$ cat config.mk
export PLATFORM = sky130hd
export DESIGN_NAME = gate_sensor_fsm
export DESIGN_NICKNAME = d
export VERILOG_FILES = /design/src/rtl/gate_sensor_fsm.sv
export SDC_FILE = /design/constraint.sdc
export NUM_CORES = 1
export LEC_CHECK = 0
export BUFFER_PORTS_ARGS = -buffer_cell sky130_fd_sc_hd__buf_4
export CORE_MARGIN = 2
export CORE_UTILIZATION = 35
export CTS_BUF_LIST = sky130_fd_sc_hd__clkbuf_4
export CTS_CLUSTER_DIAMETER = 30
export DETAILED_ROUTE_END_ITERATION = 16
export GPL_TIMING_DRIVEN = 0
export PLACE_DENSITY = 0.62
export SLEW_MARGIN = 40
export SYNTH_ARGS = -nofsm -noshare
export SYNTH_HDL_FRONTEND = slang
export SYNTH_SLANG_ARGS = --single-unit
$ cat constraint.sdc
create_clock -name CLOCK_50 -period 3.53 [get_ports CLOCK_50]
set_input_delay 0.353 -clock CLOCK_50 [delete_from_list [all_inputs] [get_ports CLOCK_50]]
set_output_delay 0.353 -clock CLOCK_50 [all_outputs]
set_load 0.02 [all_outputs]
$ cat src/rtl/gate_sensor_fsm.sv
// Gate sensor sequencer: decodes the outer/inner photo beams into entry, exit and error pulses.
// Define GATE_DEBOUNCE_EN to insert a per-sensor debounce filter after the synchronizers.
//
// state | meaning
// IDLE  | no car in the gate, waiting for the first beam
// EN1   | entering: outer beam only
// EN2   | entering: both beams
// EN3   | entering: inner beam only, INC on release
// EX1   | exiting: inner beam only
// EX2   | exiting: both beams
// EX3   | exiting: outer beam only, DEC on release
module gate_sensor_fsm #(
    parameter int unsigned DB_CYCLES = 10'd1000,
    parameter int unsigned DB_W      = 10
) (
    input  logic CLOCK_50,
    input  logic RST,
    input  logic SENS_A,
    input  logic SENS_B,
    output logic INC,
    output logic DEC,
    output logic ERR,
    output logic BUSY
);

    typedef enum logic [2:0] {
        IDLE,
        EN1,
        EN2,
        EN3,
        EX1,
        EX2,
        EX3
    } state_t;

    if (DB_CYCLES < 1 || DB_CYCLES >= (32'd1 << DB_W)) begin : g_bad_cfg
        $error("gate_sensor_fsm: DB_CYCLES must be in 1 .. 2**DB_W-1");
    end

    logic a_s1, a_s2, b_s1, b_s2;
    logic a_f, b_f;
    logic [1:0] code;

    always_ff @(posedge CLOCK_50) begin
        if (RST) begin
            a_s1 <= 1'b0;
            a_s2 <= 1'b0;
            b_s1 <= 1'b0;
            b_s2 <= 1'b0;
        end else begin
            a_s1 <= SENS_A;
            a_s2 <= a_s1;
            b_s1 <= SENS_B;
            b_s2 <= b_s1;
        end
    end

`ifdef GATE_DEBOUNCE_EN
    localparam logic [DB_W-1:0] DB_LAST = DB_W'(DB_CYCLES - 1);

    logic [DB_W-1:0] cnt_a, cnt_b;

    // Count consecutive disagreements; any agreement restarts the run.
    always_ff @(posedge CLOCK_50) begin
        if (RST) begin
            a_f   <= 1'b0;
            cnt_a <= '0;
        end else if (a_s2 != a_f) begin
            if (cnt_a == DB_LAST) begin
                a_f   <= a_s2;
                cnt_a <= '0;
            end else begin
                cnt_a <= cnt_a + 1'b1;
            end
        end else begin
            cnt_a <= '0;
        end
    end

    always_ff @(posedge CLOCK_50) begin
        if (RST) begin
            b_f   <= 1'b0;
            cnt_b <= '0;
        end else if (b_s2 != b_f) begin
            if (cnt_b == DB_LAST) begin
                b_f   <= b_s2;
                cnt_b <= '0;
            end else begin
                cnt_b <= cnt_b + 1'b1;
            end
        end else begin
            cnt_b <= '0;
        end
    end
`else
    assign a_f = a_s2;
    assign b_f = b_s2;
`endif

    assign code = {a_f, b_f};

    state_t state, state_nxt;
    logic   inc_nxt, dec_nxt, err_nxt;

    always_ff @(posedge CLOCK_50) begin
        if (RST) begin
            state <= IDLE;
            INC   <= 1'b0;
            DEC   <= 1'b0;
            ERR   <= 1'b0;
            BUSY  <= 1'b0;
        end else begin
            state <= state_nxt;
            INC   <= inc_nxt;
            DEC   <= dec_nxt;
            ERR   <= err_nxt;
            BUSY  <= (state_nxt != IDLE);
        end
    end

    always_comb begin
        state_nxt = state;
        inc_nxt   = 1'b0;
        dec_nxt   = 1'b0;
        err_nxt   = 1'b0;
        case (state)
            IDLE: begin
                case (code)
                    2'b10:   state_nxt = EN1;
                    2'b01:   state_nxt = EX1;
                    2'b11:   err_nxt   = 1'b1;
                    default: state_nxt = IDLE;
                endcase
            end
            EN1: begin
                case (code)
                    2'b11:   state_nxt = EN2;
                    2'b00:   state_nxt = IDLE;
                    2'b01: begin
                        state_nxt = IDLE;
                        err_nxt   = 1'b1;
                    end
                    default: state_nxt = EN1;
                endcase
            end
            EN2: begin
                case (code)
                    2'b01:   state_nxt = EN3;
                    2'b10:   state_nxt = EN1;
                    2'b00: begin
                        state_nxt = IDLE;
                        err_nxt   = 1'b1;
                    end
                    default: state_nxt = EN2;
                endcase
            end
            EN3: begin
                case (code)
                    2'b00: begin
                        state_nxt = IDLE;
                        inc_nxt   = 1'b1;
                    end
                    2'b11:   state_nxt = EN2;
                    2'b10: begin
                        state_nxt = IDLE;
                        err_nxt   = 1'b1;
                    end
                    default: state_nxt = EN3;
                endcase
            end
            // Exit states are the entry states with the beams swapped.
            EX1: begin
                case (code)
                    2'b11:   state_nxt = EX2;
                    2'b00:   state_nxt = IDLE;
                    2'b10: begin
                        state_nxt = IDLE;
                        err_nxt   = 1'b1;
                    end
                    default: state_nxt = EX1;
                endcase
            end
            EX2: begin
                case (code)
                    2'b10:   state_nxt = EX3;
                    2'b01:   state_nxt = EX1;
                    2'b00: begin
                        state_nxt = IDLE;
                        err_nxt   = 1'b1;
                    end
                    default: state_nxt = EX2;
                endcase
            end
            EX3: begin
                case (code)
                    2'b00: begin
                        state_nxt = IDLE;
                        dec_nxt   = 1'b1;
                    end
                    2'b11:   state_nxt = EX2;
                    2'b01: begin
                        state_nxt = IDLE;
                        err_nxt   = 1'b1;
                    end
                    default: state_nxt = EX3;
                endcase
            end
            default: state_nxt = IDLE;
        endcase
    end

endmodule

# == After elaboration in Yosys (flattened, before gate mapping) ==
# Index checks and enable logic that the tools add are counted.
# classes
n_mux,13
reduce_logical,10
bitwise_logic,2
eq_ne,9
# ops
operator,n
$pmux W3 S7,1
$pmux W3 S3,2
$reduce_or A2 Y1,7
$pmux W3 S2,2
$eq A3 B3 Y1 const B,3
$pmux W2 S2,2
$eq A3 B2 Y1 const B,2
$pmux W2 S3,1
$eq A2 B2 Y1 const B,2
$mux W1,4
$pmux W1 S4,1
$eq A3 B1 Y1 const B,1
$logic_not A3 Y1,1
$reduce_bool A3 Y1,1
$eq A2 B1 Y1 const B,1
$logic_not A2 Y1,1
$not A1 Y1,2
# totals
regBits,11
word_cells,43
input_bits,4
output_inout_bits,4

# == Depth between registers and ports, before layout ==
# Gate-level depths: netlist of the first run.
# logic_depth
ltp_word,5
ltp_mapped,6
depth_no_buf,6

# == Worst setup path before layout of the first run ==
# OpenSTA, ideal clock, no wires.
# synth_path
kind,register to register
start,reg a_s2 (netlist: a_f)
end,reg BUSY
setup_time_ns,0.127
arrival_ns,1.577
path_stages_with_launch,7
synth_period_minus_slack_ns,1.704
path_buffers,0
slack_ns,1.826
cell_sequence,dfxtp_1 inv_1 ha_1 mux2_4 nor3b_2 nor4_2 or3_1
# synth_between
elab_chain_cells,5
word_cells_on_any_way,15
# synth_lines
item,line,rtl
start: declaration,40,"logic a_s1, a_s2, b_s1, b_s2;"
start signal: assignment,52,a_s2 <= a_s1;
$eq A2 B1 Y1 (tied with other cells),--,
$reduce_or A2 Y1 (no line),--,
$pmux W3 S2 (tied with other cells),195,case (code)
$pmux W3 S7 (*),126,case (state)
$reduce_bool A3 Y1 (*),117,BUSY <= (state_nxt != IDLE);
end signal: assignment,117,
end: declaration,23,output logic BUSY
# Mark *: on every way between the ends. The rest lies on a longest branch, timed or not.
# A chain may end at the register's enable or synchronous reset.

# == Final worst setup path of the first run ==
# Ends and elaborated chain as after synthesis.

==> results of run 1 <==
## Yosys cell counts (all sizes together), types with 2 or more instances
| library cell | count |
|---|---|
| dfxtp | 11 |
| ha | 5 |
| buf | 4 |
| nor2b | 4 |
| nand2 | 3 |
| inv | 2 |
| mux2i | 2 |
| nand4b | 2 |
| nor4 | 2 |
| or3 | 2 |
## sequential cells by signal, summed over array words and instances (netlist names)
signal,count
state,3
DEC,1
BUSY,1
INC,1
b_f,1
a_s1,1
a_f,1
b_s1,1
ERR,1
## cell families after synthesis
group / count (synthesis) / share of synthesized area
and+or+nand+nor: 18 / 0.215
AOI/OAI and AO/OA: 10 / 0.143
muxes: 4 / 0.0968
xor gates and xnor gates: 1 / 0.0147
DFF: 11 / 0.371
adders and majority gates: 5 / 0.105
buffers and inverters: 6 / 0.0547
## power breakdown
part | switching (mW) | leakage [nW] | internal, mW | total (mW)
logic | 0.0137 | 0.194 | 0.0152 | 0.0290
clock network | 0.0431 | 0.0184 | 0.0515 | 0.0946
registers | 0.00290 | 0.0898 | 0.128 | 0.131
total | 0.0597 | 0.302 | 0.195 | 0.254
## metal layers
layer / global-route usage / wire length, um / part of all wire
met1: 0.148 / 529 / 0.48
met2: 0.183 / 484 / 0.44
met5: 0 / 0 / 0
met4: 0.0882 / 21 / 0.019
met3: 0.0360 / 72 / 0.065
## how the worst max path moves through the flow
stage               cells after the start  from    to  slack (ps)
floorplan                               6   a_f  BUSY        1830
global placement                        6   a_f  BUSY        1720
detailed placement                      6   a_f  BUSY        1690
CTS                                     6   a_f  BUSY        1660
global route                            6   a_f  BUSY        1550
finish                                  6   a_f  BUSY        1660
## cell type report
class | count | area [um^2] | area share
Buffer | 4 | 25.0 | 0.0359
Clock buffer | 4 | 30.0 | 0.0431
Multi-Input combinational cell | 38 | 342 | 0.490
Inverter | 2 | 7.51 | 0.0108
Tap cell | 16 | 20.0 | 0.0287
Sequential cell | 11 | 220 | 0.316
Timing Repair Buffer | 7 | 52.6 | 0.0754
## critical path, stage by stage, from the launching register on
cell and delay, ps:
sky130_fd_sc_hd__dfxtp_1 420, sky130_fd_sc_hd__inv_1 110, sky130_fd_sc_hd__ha_1 260, sky130_fd_sc_hd__or3_1 390
sky130_fd_sc_hd__nand4b_1 110, sky130_fd_sc_hd__a31oi_1 110, sky130_fd_sc_hd__or3_1 340
## cell usage in the layout, fill, tap and decap left out, drive strengths merged
cell,n
and4b,1
ha,5
or3,2
dfxtp,11
buf,11
a21boi,1
xor2,1
mux2,1
nor3b,1
o31ai,1
nand2,3
and2b,1
a21oi,1
nor4b,1
a22o,1
nor2b,4
mux2i,2
o31a,1
a31o,1
mux4,1
a31oi,1
clkbuf,4
nor4,2
inv,2
nand4b,2
a211oi,1
o2bb2ai,1
o211ai,1
nor2,1
==> impl_metrics.ini, run 1 <==
[run_status]
outcome = completed

[grt]
groute.usage.overall = 0.122
grt_pass1_vias = 408
grt_pass1_wl_um = 1750
grt_max_degree = 11
number_of_antenna_violations_at_the_first_check_in_global_routing = 0
grt_overflow = 0

[logic_synthesis]
synth.ff_latch_count = 11
yosys_cell_types = 30
post_synth_arst_share = 0
area_contributors_post_synth = sky130_fd_sc_hd__dfxtp_1 37%, sky130_fd_sc_hd__ha_1 11%, sky130_fd_sc_hd__nor2b_1 4.2%, sky130_fd_sc_hd__mux4_2 3.8%, sky130_fd_sc_hd__mux2i_1 3.4%
postSynth.topFlopCell = sky130_fd_sc_hd__dfxtp_1
netlist_area_um2 = 594
synth_enable_flop_cells = 0
synth_fp_nets = 64
yosysSeqAreaShare = 0.371
syn_avg_cell_area_um2 = 10.8
synthCells = 55
ys.warnings.count = 0
synth.top_cell.area_share = 0.371
synthDominantAreaCellType = sky130_fd_sc_hd__dfxtp_1

[clock_tree]
post-cts-setup-buffers = 0
cts_buffers = 3
clock_latency_ps = 270
clock_tree.root_cell = sky130_fd_sc_hd__clkbuf_4
cts.repair.resized = 0
ctsHoldBuffers = 0
cts_tree = built
cts_num_sinks = 11
cts.reportedPaths.clkPinSlew_ps = 70
clockBufferDepth = 2
cts_max_level = 1

[worst_setup_path]
worst-r2r-cell-count = 6
arrival_ps = 2020
worst-setup-path-type = flip-flop to flip-flop
worstPathMaxFanout = 5
worst_r2r_dst = BUSY
critical_path_required_ps = 3690
timing.critical_path.from_type = flip-flop
register_to_register_path_setup_slack_ps = 1660
endpoint_kind = flip-flop
reg2reg_from = a_f

[placement]
place_inst = 78
portBuffers = 7
gp_congestion = 0.787
dpl-instance-area_um2 = 667
pre_cts_ws_ps = 1690
dpl.hpwl_um = 767

[flow_run]
maxCapViolCount = 0

[finish]
final_cells = 82
area.growth.synth_to_final_pct = 17.3
num_antenna_cells = 0
stdcell_area_um2 = 697
final.fill_count = 151
final_layout_size_suffix_gt1_frac = 0.333
design.final.nets = 76
final_util = 0.452

[detailed_routing]
vias = 461
drt-vias-per-instance = 5.62
drt_wl_total_um = 1110
detail_route.wl_per_cell_um = 13.5
drt_iter0_drc = 12
final_antenna_net_count = 0
detailedRoute.firstPassIterationCount = 4
post-route-drc-count = 0

[sta]
rsz_0062_raised_after_global_routing = false
final.period_utilization = 0.529
finalMaxSlewViolations = 0
setup_ws_ps = 1660
clock.fmax_mhz = 536
setup_violations = 0
final.setup_skew_ps = 3.05
tns_ps = 0
finalHoldViolCount = 0
max_slew.worst_pin.slew_ps = 287
fin_worst_hold_slack_ps = 292
fin_crit_ps = 1870
slew_margin_rel = 0.807

[floorplan]
die_x_um = 45.2
core_area_mm2 = 0.00154
floorplan.initialDensity = 0.386
die_height_um = 45.2
i_o_pin_count = 8
dieArea_mm2 = 0.00204
fp-row-count = 14

[power]
pwr_density_cell_mw_per_mm2 = 365
fin_total_pwr_mw = 0.254
peak_ir_drop_on_the_vdd_network_uv = 194
total_leakage_power_nw = 0.302

[hold_path]
min_path_type = input pin to flip-flop
hold_path_end = a_s1
min_delay_path_depth = 2
holdCritStartpoint = SENS_A
Note: power is estimated with default switching activity, not from simulation.
==> run 2: changes to the inputs <==
--- a/config.mk
+++ b/config.mk
@@ -12,7 +12,7 @@
 export CTS_CLUSTER_DIAMETER = 30
 export DETAILED_ROUTE_END_ITERATION = 16
 export GPL_TIMING_DRIVEN = 0
-export PLACE_DENSITY = 0.62
+export PLACE_DENSITY = 0.64
 export SLEW_MARGIN = 40
 export SYNTH_ARGS = -nofsm -noshare
 export SYNTH_HDL_FRONTEND = slang
==> constraint.sdc (replaced) <==
create_clock -name CLOCK_50 -period 1.5 [get_ports CLOCK_50]
set_input_delay 0.15 -clock CLOCK_50 [delete_from_list [all_inputs] [get_ports CLOCK_50]]
set_output_delay 0.15 -clock CLOCK_50 [all_outputs]
set_load 0.02 [all_outputs]
==> run 2 against run 1 <==
Against the previous run:
- the flow now finishes with violations (setup timing)
- sequential share of layout area shrank 1.5 points
- sequential power increased by 140%
- critical path depth is the same
- highest routed layer is now met3
==> impl_metrics.ini, run 2 (synthesis results as in run 1) <==
[run_status]
outcome = finished with violations
failing_checks = setup timing

[detailed_routing]
detailedRoute.firstPassIterationCount = 4
drt_wl_total_um = 1100
drt_iter0_drc = 5
final_antenna_net_count = 0
drt-vias-per-instance = 5.27
detail_route.wl_per_cell_um = 13.1
vias = 443
post-route-drc-count = 0

[floorplan]
die_height_um = 45.2
core_area_mm2 = 0.00154
die_x_um = 45.2
floorplan.initialDensity = 0.386
fp-row-count = 14
i_o_pin_count = 8
dieArea_mm2 = 0.00204

[finish]
design.final.nets = 78
stdcell_area_um2 = 756
final_cells = 84
largest_reg_flops = 3
final_layout_size_suffix_gt1_frac = 0.456
layout_commonest_cell = sky130_fd_sc_hd__buf_4
top_library_cells_by_usage_in_the_layout_fill_and_taps_aside = 10 x sky130_fd_sc_hd__buf_4, 9 x sky130_fd_sc_hd__dfxtp_1, 4 x sky130_fd_sc_hd__nor2b_1, 3 x sky130_fd_sc_hd__nand2_1, 3 x sky130_fd_sc_hd__clkbuf_4
final.fill_count = 146
regMostFlops = state
area.growth.synth_to_final_pct = 27.2
num_antenna_cells = 0

[grt]
grtUsageMet2 = 0.217
number_of_antenna_violations_at_the_first_check_in_global_routing = 0
gr_util_met1 = 0.149
grt_overflow = 0
grt_pass1_wl_um = 1880
grt_max_degree = 11
groute.usage.overall = 0.130
met3_usage = 0.0600
grt_pass1_vias = 425
grt-busiest-layer = met2

[sta]
slew_margin_rel = 0.818
final.period_utilization = 1.07
max_slew.worst_pin.slew_ps = 271
fin_worst_hold_slack_ps = 94.3
setup_violations = 1
final.setup_skew_ps = 2.35
fin_crit_ps = 1610
setup_ws_ps = -111
finalHoldViolCount = 0
clock.fmax_mhz = 621
finalMaxSlewViolations = 0
rsz_0062_raised_after_global_routing = true

[power]
power_frac_seq = 0.525
peak_ir_drop_on_the_vdd_network_uv = 614
power.switching_mw = 0.145
internal-power_mw = 0.442
fin_total_pwr_mw = 0.587
clock_share_of_power = 0.341
swShare = 0.247
comb_power_share = 0.134
total_leakage_power_nw = 0.317
pwr_density_cell_mw_per_mm2 = 776

[flow_run]
maxCapViolCount = 0

[worst_setup_path]
worstPathMaxFanout = 4
critical_path_required_ps = 1660
register_to_register_path_setup_slack_ps = -110
arrival_ps = 1770
endpoint_kind = flip-flop
timing.critical_path.from_type = flip-flop
worst-setup-path-type = flip-flop to flip-flop

[hold_path]
min_path_type = input pin to flip-flop

[placement]
dpl.hpwl_um = 768
pre_cts_ws_ps = -212
gp_congestion = 0.803
portBuffers = 7
place_inst = 78
dpl-instance-area_um2 = 674

[clock_tree]
cts.reportedPaths.clkPinSlew_ps = 70
clock_latency_ps = 270
ctsHoldBuffers = 0
cts_num_sinks = 11
clockBufferDepth = 2
cts_max_level = 1
clock_tree.root_cell = sky130_fd_sc_hd__clkbuf_4
cts_buffers = 3
cts_tree = built
run 2: cell count changes in the layout (fill, tap and decap cells not counted), sizes merged:
cell,change
clkbuf,-1
clkinv,+1
buf,+2
run 2: area by class of cell:
class                           instances  area, um^2  area share
Sequential cell                        11         228       0.301
Clock inverter                          1        5.00     0.00662
Inverter                                2        15.0      0.0199
Clock buffer                            3        22.5      0.0298
Tap cell                               16        20.0      0.0265
Buffer                                  4        28.8      0.0381
Multi-Input combinational cell         38         369       0.488
Timing Repair Buffer                    9        67.6      0.0894
run 2: routing by layer:
layer / vias up / wire length (um)
met5: - / 0
met4: 0 / 0
met3: 0 / 59
met2: 9 / 539
met1: 206 / 500
li1: 228 / -
run 2: through the flow:
stage | TNS [ps] | util
6_report | -111 | 0.490
5_1_grt | -158 | 0.490
4_1_cts | -137 | 0.485
3_5_place_dp | -212 | 0.438
3_3_place_gp | -197 | 0.438
2_1_floorplan | -101 | -
run 2: worst max-delay path, cell delays in order, from the launching register on:
cell and delay, ps:
sky130_fd_sc_hd__dfxtp_4 390, sky130_fd_sc_hd__inv_6 50, sky130_fd_sc_hd__ha_4 220, sky130_fd_sc_hd__mux2_4 270
sky130_fd_sc_hd__nor3b_2 180, sky130_fd_sc_hd__nor4_2 60, sky130_fd_sc_hd__or3_1 330
run 2: what timing repair did:
| action | CTS | global route |
|---|---|---|
| pin swaps | 6 | 1 |
| setup endpoints to repair | 1 | 2 |
| gates resized for setup | 5 | 3 |
| setup buffers | 2 | 0 |
run 2: worst paths after layout:
check              start  endpoint  cells past startpoint
setup / recovery     a_f      BUSY                      6
hold / removal    SENS_A      a_s1                      2
setup reg to reg     a_f      BUSY                      6
hold reg to reg     a_s1       a_f                      1
run 2: power groups by stage:
stage / clock network (mW) / registers, mW / logic [mW]
2_1_floorplan: 0 / 0.316 / 0.0470
3_3_place_gp: 0 / 0.314 / 0.0669
3_5_place_dp: 0 / 0.314 / 0.0683
4_1_cts: 0.211 / 0.307 / 0.0778
5_1_grt: 0.229 / 0.309 / 0.0861
6_report: 0.200 / 0.308 / 0.0787
